**src/rtl/key_pkg.sv**
```systemverilog
// Shared state encoding, default timing constants and a width helper
// for the key event decoder.
package key_pkg;

    typedef enum logic [2:0] {
        IDLE    = 3'd0,
        DOWN1   = 3'd1,
        UP_WAIT = 3'd2,
        DOWN2   = 3'd3,
        HOLD    = 3'd4
    } key_state_t;

    localparam int DEF_LONG_CYC   = 100000;
    localparam int DEF_GAP_CYC    = 50000;
    localparam int DEF_REPEAT_CYC = 20000;

    function automatic int max3(input int a, input int b, input int c);
        int m;
        m = (a > b) ? a : b;
        return (m > c) ? m : c;
    endfunction

endpackage

```
**src/rtl/key_led_counter.sv**
```systemverilog
// Four-bit event counter behind the led display: increment, decrement
// or clear, wrapping modulo 16.
module key_led_counter (
    input  logic       clk,
    input  logic       rst,
    input  logic       inc,
    input  logic       dec,
    input  logic       clr,
    output logic [3:0] led
);

    logic [3:0] led_reg;

    always_ff @(posedge clk or negedge rst) begin
        if (!rst) begin
            led_reg <= 4'd0;
        end else if (clr) begin
            led_reg <= 4'd0;
        end else if (inc) begin
            led_reg <= led_reg + 4'd1;
        end else if (dec) begin
            led_reg <= led_reg - 4'd1;
        end
    end

    assign led = led_reg;

endmodule

```
**src/rtl/key_event_decoder.sv**
```systemverilog
// Click / double-click / long-press decoder for a debounced active-low key.
// Define KEY_EVENT_REPEAT_EN to build in auto-repeat pulses while a long press is held.
module key_event_decoder
    import key_pkg::*;
#(
    parameter int LONG_CYC   = DEF_LONG_CYC,
    parameter int GAP_CYC    = DEF_GAP_CYC,
    parameter int REPEAT_CYC = DEF_REPEAT_CYC
) (
    input  logic       clk,
    input  logic       rst,
    input  logic       key,
    output logic       click,
    output logic       dbl_click,
    output logic       long_press,
    output logic       repeat_pulse,
    output logic [3:0] led
);

    localparam int CNT_W = $clog2(max3(LONG_CYC, GAP_CYC, REPEAT_CYC)) + 1;
    localparam logic [CNT_W-1:0] LONG_LAST = CNT_W'(LONG_CYC - 1);
    localparam logic [CNT_W-1:0] GAP_LAST  = CNT_W'(GAP_CYC - 1);
    localparam logic [CNT_W-1:0] CNT_MAX   = '1;

    key_state_t       state_reg, state_next;
    logic [CNT_W-1:0] cnt_reg, cnt_next;
    logic             key_reg;
    logic             click_reg, click_next;
    logic             dbl_reg, dbl_next;
    logic             long_reg, long_next;
    logic             rpt_hit;
    logic             rpt_out;

    // State register, phase counter, input register and registered pulses.
    always_ff @(posedge clk or negedge rst) begin
        if (!rst) begin
            state_reg <= IDLE;
            cnt_reg   <= '0;
            key_reg   <= 1'b1;
            click_reg <= 1'b0;
            dbl_reg   <= 1'b0;
            long_reg  <= 1'b0;
        end else begin
            state_reg <= state_next;
            cnt_reg   <= cnt_next;
            key_reg   <= key;
            click_reg <= click_next;
            dbl_reg   <= dbl_next;
            long_reg  <= long_next;
        end
    end

    // Next state: a key edge always takes precedence over a timeout.
    always_comb begin
        state_next = state_reg;
        case (state_reg)
            IDLE:    if (!key_reg) state_next = DOWN1;
            DOWN1: begin
                if (key_reg)                     state_next = UP_WAIT;
                else if (cnt_reg == LONG_LAST)   state_next = HOLD;
            end
            UP_WAIT: begin
                if (!key_reg)                    state_next = DOWN2;
                else if (cnt_reg == GAP_LAST)    state_next = IDLE;
            end
            DOWN2:   if (key_reg) state_next = IDLE;
            HOLD:    if (key_reg) state_next = IDLE;
            default: state_next = IDLE;
        endcase

        if ((state_next != state_reg) || rpt_hit) begin
            cnt_next = '0;
        end else if (cnt_reg == CNT_MAX) begin
            cnt_next = cnt_reg;
        end else begin
            cnt_next = cnt_reg + CNT_W'(1);
        end
    end

    // Pulse decode; at most one of these can be set for a given state.
    always_comb begin
        click_next = 1'b0;
        dbl_next   = 1'b0;
        long_next  = 1'b0;
        case (state_reg)
            DOWN1:   long_next  = !key_reg && (cnt_reg == LONG_LAST);
            UP_WAIT: click_next = key_reg && (cnt_reg == GAP_LAST);
            DOWN2:   dbl_next   = key_reg;
            default: ;
        endcase
    end

`ifdef KEY_EVENT_REPEAT_EN
    localparam logic [CNT_W-1:0] REPEAT_LAST = CNT_W'(REPEAT_CYC - 1);
    logic rpt_reg;

    // The shared counter restarts on every repeat so it also times the next period.
    assign rpt_hit = (state_reg == HOLD) && !key_reg && (cnt_reg == REPEAT_LAST);

    always_ff @(posedge clk or negedge rst) begin
        if (!rst) begin
            rpt_reg <= 1'b0;
        end else begin
            rpt_reg <= rpt_hit;
        end
    end

    assign rpt_out = rpt_reg;
`else
    assign rpt_hit = 1'b0;
    assign rpt_out = 1'b0;
`endif

    key_led_counter u_led (
        .clk (clk),
        .rst (rst),
        .inc (click_reg | rpt_out),
        .dec (dbl_reg),
        .clr (long_reg),
        .led (led)
    );

    assign click        = click_reg;
    assign dbl_click    = dbl_reg;
    assign long_press   = long_reg;
    assign repeat_pulse = rpt_out;

endmodule
```
**config.mk**
```make
export PLATFORM = sky130hd
export DESIGN_NAME = key_event_decoder
export DESIGN_NICKNAME = d
export VERILOG_FILES = /design/src/rtl/key_pkg.sv /design/src/rtl/key_led_counter.sv /design/src/rtl/key_event_decoder.sv
export SDC_FILE = /design/constraint.sdc
export NUM_CORES = 1
export LEC_CHECK = 0
export BUFFER_PORTS_ARGS = -buffer_cell sky130_fd_sc_hd__buf_4
export CORE_MARGIN = 10
export CORE_UTILIZATION = 45
export DETAILED_ROUTE_END_ITERATION = 10
export PLACE_DENSITY = 0.64
export SLEW_MARGIN = 20
export SYNTH_ARGS = -nofsm -noshare
export SYNTH_HDL_FRONTEND = slang
export SYNTH_SLANG_ARGS = --single-unit
```
**constraint.sdc**
```tcl
create_clock -name clk -period 3.7 [get_ports clk]
set_input_delay 1.11 -clock clk [delete_from_list [all_inputs] [get_ports clk]]
set_output_delay 1.11 -clock clk [all_outputs]
set_load 0.005 [all_outputs]
```
# ---- Yosys cells after proc, flatten, opt, wreduce, memory -nomap -nowiden
# Cells that the tools add are included.
dict set report totals {
  ff_bits 29
  output_inout_bits 8
  input_bits 3
  elab_cells 40
}
dict set report op_classes {
  eq_ne 9
  mux 15
  n_addsub 3
  reduce_logical 6
}
# op count
set op_table {}
lappend op_table {{2-to-1 mux 18 bit} 2}
lappend op_table {{adder 18 x 1 -> 18 bit, second input constant} 1}
lappend op_table {{equality test 18 x 16 -> 1 bit, second input constant} 1}
lappend op_table {{equality test 18 x 17 -> 1 bit, second input constant} 1}
lappend op_table {{equality test 18 bit, second input constant} 1}
lappend op_table {{2-to-1 mux 3 bit} 6}
lappend op_table {{2-to-1 mux 4 bit} 3}
lappend op_table {{case mux 3 bit (4 select lines)} 1}
lappend op_table {{equality test 3 x 2 -> 1 bit, second input constant} 2}
lappend op_table {{adder 4 x 1 -> 4 bit, second input constant} 1}
lappend op_table {{subtractor 4 x 1 -> 4 bit, second input constant} 1}
lappend op_table {{equality test 3 x 1 -> 1 bit, second input constant} 1}
lappend op_table {{equality test 3 bit, second input constant} 1}
lappend op_table {{zero test 3 bit} 1}
lappend op_table {{2-to-1 mux 1 bit} 3}
lappend op_table {{inequality test 3 bit} 1}
lappend op_table {{nonzero test 3 bit} 1}
lappend op_table {{logical AND 1 bit} 2}
lappend op_table {{inequality test 2 bit, second input constant} 1}
lappend op_table {{OR reduction 2 bit} 1}
lappend op_table {{zero test 1 bit} 1}

# ---- Depth between registers and ports, before layout
dict set report logic_depth {
  depth_word 6
  depth_mapped 7
  ltp_nobuf 7
}

# ---- By module
# From an unflattened synthesis, not the netlist that was laid out.
dict set report hier_totals {
  hier_cells 188
  area_unflattened_um2 1790.5
}
# module cells_each area_each_um2 n_inst seq_area_each_um2
set modules_own_cells {}
lappend modules_own_cells {key_event_decoder 158 1508.9 1 626.9}
lappend modules_own_cells {key_led_counter 30 281.5 1 100.1}

# ---- Worst setup path after synthesis
# Ideal clock, no wire load.
dict set report synth_timing {
  path_kind {register to register}
  start {register key_reg}
  end {register cnt_reg[13]}
  period_less_slack_ns 2.121
  required_time_ns 3.581
  arrival_time_ns 2.002
  stages_incl_launch_ff 7
  path_buffers 1
  slack_ns 1.579
  setup_ns 0.119
  cell_sequence {dfstp_2 or4b_4 nor4_4 a31oi_1 a211oi_4 buf_8 nor2_2}
}
dict set report synth_between {
  elab_chain_cells 4
  word_cells_on_any_way 8
  classes_between {eq/ne (2); mux (6)}
}
# item line
set synth_rtl {}
lappend synth_rtl {{start: declaration} key_event_decoder.sv:27} ;# logic key_reg;
lappend synth_rtl {{start signal: assignment} key_event_decoder.sv:46} ;# key_reg <= key;
lappend synth_rtl {{2-to-1 mux 3 bit, on equally long branches} --}
lappend synth_rtl {{case mux 3 bit (4 select lines) (*)} key_event_decoder.sv:56} ;# case (state_reg)
lappend synth_rtl {{inequality test 3 bit (*)} key_event_decoder.sv:71} ;# if ((state_next != state_reg) || rpt_hit) begin
lappend synth_rtl {{inequality test 2 bit (no source line) / 2-to-1 mux 18 bit (equally long branches)} --}
lappend synth_rtl {{end signal: assignment} key_event_decoder.sv:45} ;# cnt_reg <= cnt_next;
lappend synth_rtl {{end: declaration} key_event_decoder.sv:26} ;# logic [CNT_W-1:0] cnt_reg, cnt_next;
# Every way passes the cells marked *; elsewhere a longest branch is shown, timed or not.
# A chain may end at the register's enable or synchronous reset.

# ---- Worst setup path after layout
dict set report layout_timing {
  start {register key_reg}
  end {register cnt_reg[16]}
}
# The elaborated chain is that of the path after synthesis.

==> results.json <==
{
  "antenna_cells": 0,
  "cts_tree": "done",
  "drc": 0,
  "rsz0062_at_grt": "no",
  "clock_latency_ps": 320,
  "place_ws_ps": 1125,
  "fin_skew_ps": 12.79,
  "routed_wirelength_um": 3185,
  "first_pass_iters": 4,
  "dr.first_iter.drc_count": 110,
  "slew_headroom_pct": 37.57,
  "synthesis.nets": 172,
  "crit_required_ps": 3860,
  "num_rows": 21,
  "synth-edff-count": 0,
  "cap_violations": 0,
  "dp_hpwl_um": 2288,
  "cts_hold_buffers": 0,
  "ios": 11,
  "htree_num_levels": 2,
  "cts-root-buf": "clkbuf_4",
  "clk_pin_slew_worst_paths_ps": 90,
  "p_int_mw": 0.5330,
  "period_needed_ps": 2551,
  "power_switching_mw": 0.2115,
  "worstMarginPinSlew_ps": 933.5,
  "p_per_area_nw_per_um2": 415.2,
  "grt_overflow_total": 0,
  "drive_gt1_share_pct": 20.22,
  "endpoint_kind": "flop",
  "die_x_um": 80.08,
  "area.growth.synth_to_final_pct": 10.40,
  "utilization_pct": 52.49,
  "cp_cell_sequence": "or4b_4 > nor4_4 > a31oi_1 > a211oi_4 > nor3_1",
  "grt_pass1_wl_um": 5609,
  "worstSetupStartpointType": "flop",
  "pwr-share-seq_pct": 51.3,
  "io_buffers": 9,
  "critical_path_class": "reg -> reg",
  "mostFrequentLayoutCell": "dfrtp_1",
  "avgRoutedWirePerCell_um": 14.22,
  "finalCritPeriodShare_pct": 68.94,
  "cpMaxStageDelayCell": "a211oi_4",
  "antenna_found_initial": 0,
  "dieArea_um2": 6412,
  "die_height_um": 80.08,
  "finalMaxSlewViolations": 0,
  "largest_reg_flops": 18,
  "outcome": "finished clean",
  "grt_pass1_vias": 1197,
  "crit_arrival_ps": 2710,
  "cts_buffers": 5,
  "setup_viol": 0,
  "core_area_um2": 3416,
  "gp_congestion": 0.8106,
  "clock_power_share_pct": 29.4,
  "postSynthAreaPerCell_um2": 9.843,
  "synthCells": 165,
  "track_usage_pct": 10.87,
  "async_flop_share_pct": 100.0,
  "cp_max_fo": 18,
  "crit_path_max_incr_delay_ps": 810,
  "initial_core_util_pct": 47.55,
  "synth.distinct_cells": 41,
  "setup_ws_ps": 1149,
  "reg2reg_slack_ps": 1150,
  "fmax_mhz": 392.0,
  "nNetsFinal": 184,
  "final-hold-violation-count": 0,
  "vias_per_cell": 5.455,
  "cts_resized": 0,
  "leakage_nw": 0.7509,
  "tns_ps": 0,
  "yosys_warnings": 0,
  "finalPower_mw": 0.7444,
  "route.vias.total": 1222,
  "synthFlopType": "dfrtp_1",
  "ant_nets": 0,
  "p_sw_share_pct": 28.41,
  "syn_area_um2": 1624,
  "yosysSeqAreaShare_pct": 44.76,
  "final_cell_mix": "dfrtp_1 (28), nor2_1 (17), nand2_1 (15)",
  "grt_max_degree": 30,
  "peakVddDrop_v": 0.0002251,
  "clock-sinks": 29,
  "hp-class": "reg -> reg",
  "comb_power_share_pct": 19.4,
  "ctsLongestPathBuffers": 2,
  "ys_ff_latch": 29,
  "cts_setup_buffers": 0
}
## power by group through the flow
stage | registers, mW | clock network, mW | logic [mW]
floorplan | 0.382 | 0 | 0.0884
global placement | 0.384 | 0 | 0.142
detailed placement | 0.388 | 0 | 0.147
CTS | 0.382 | 0.226 | 0.148
global route | 0.387 | 0.240 | 0.164
finish | 0.382 | 0.219 | 0.144
## Yosys cell counts (2+ instances only)
cell type	number	share of area (%)
xor2_1	4	2.2
nor3_1	5	1.5
and4_1	2	1.1
nand4_1	4	1.5
a21oi_1	12	3.7
nor2b_1	3	1.2
nand4b_1	3	1.6
dfrtp_1	28	43
nor2_1	17	3.9
nand3_1	6	1.8
a211oi_1	6	2.8
or3b_2	2	1.1
xnor2_1	12	6.5
inv_1	2	0.46
clkbuf_1	3	0.69
nor2_2	10	3.9
o21a_1	2	0.92
ha_1	3	2.3
nand2_1	15	3.5
and3_1	5	1.9
## kinds of logic after synthesis
logic type,count (synthesis),synth area share (%)
xor gates and xnor gates,16,8.628
buffers and inverters,7,2.542
AOI/OAI and AO/OA,25,10.25
DFF,29,44.76
muxes,1,0.6164
other,1,0.2309
adders and majority gates,4,3.544
and+or+nand+nor,82,29.43
## layer usage
metal / up-vias / GRT usage [%] / wire [um]
li1: 605 / - / -
met1: 596 / 13.84 / 1537
met2: 16 / 16.69 / 1466
met3: 5 / 3.452 / 140
met4: 0 / 4.225 / 41
met5: - / 0 / 0
## critical path, delay by kind of cell, from the launching register on
kind	cells	cell delay (ps)
AOI/OAI and AO/OA	2	970
and+or+nand+nor	3	850
DFF	1	580
## worst paths after layout
path                            start      endpoint  depth (start not counted)
setup / recovery              key_reg   cnt_reg[16]                          5
hold / removal             long_press  u_led.led[1]                          1
setup reg to reg              key_reg   cnt_reg[16]                          5
hold reg to reg            long_press  u_led.led[1]                          1
max in group asynchronous         rst       key_reg                          1
min in group asynchronous         rst    cnt_reg[3]                          1
## layout make-up
type,count,area (um^2)
fill,328,1623
multi-input combinational,129,855.8
sequential,29,726.9
timing repair buffer,10,75.07
clock buffer,7,65.06
tap,46,57.56
inverter,2,7.507
clock inverter,1,5.005
## stage by stage
step	hold WS [ps]	cell area (um^2)	instances
2_1_floorplan	468.5	1624	165
3_3_place_gp	502.0	1723	216
3_5_place_dp	511.4	1723	216
4_1_cts	524.2	1793	224
5_1_grt	544.2	1793	224
6_report	517.8	1793	224
(Power assumes the default switching activity.)
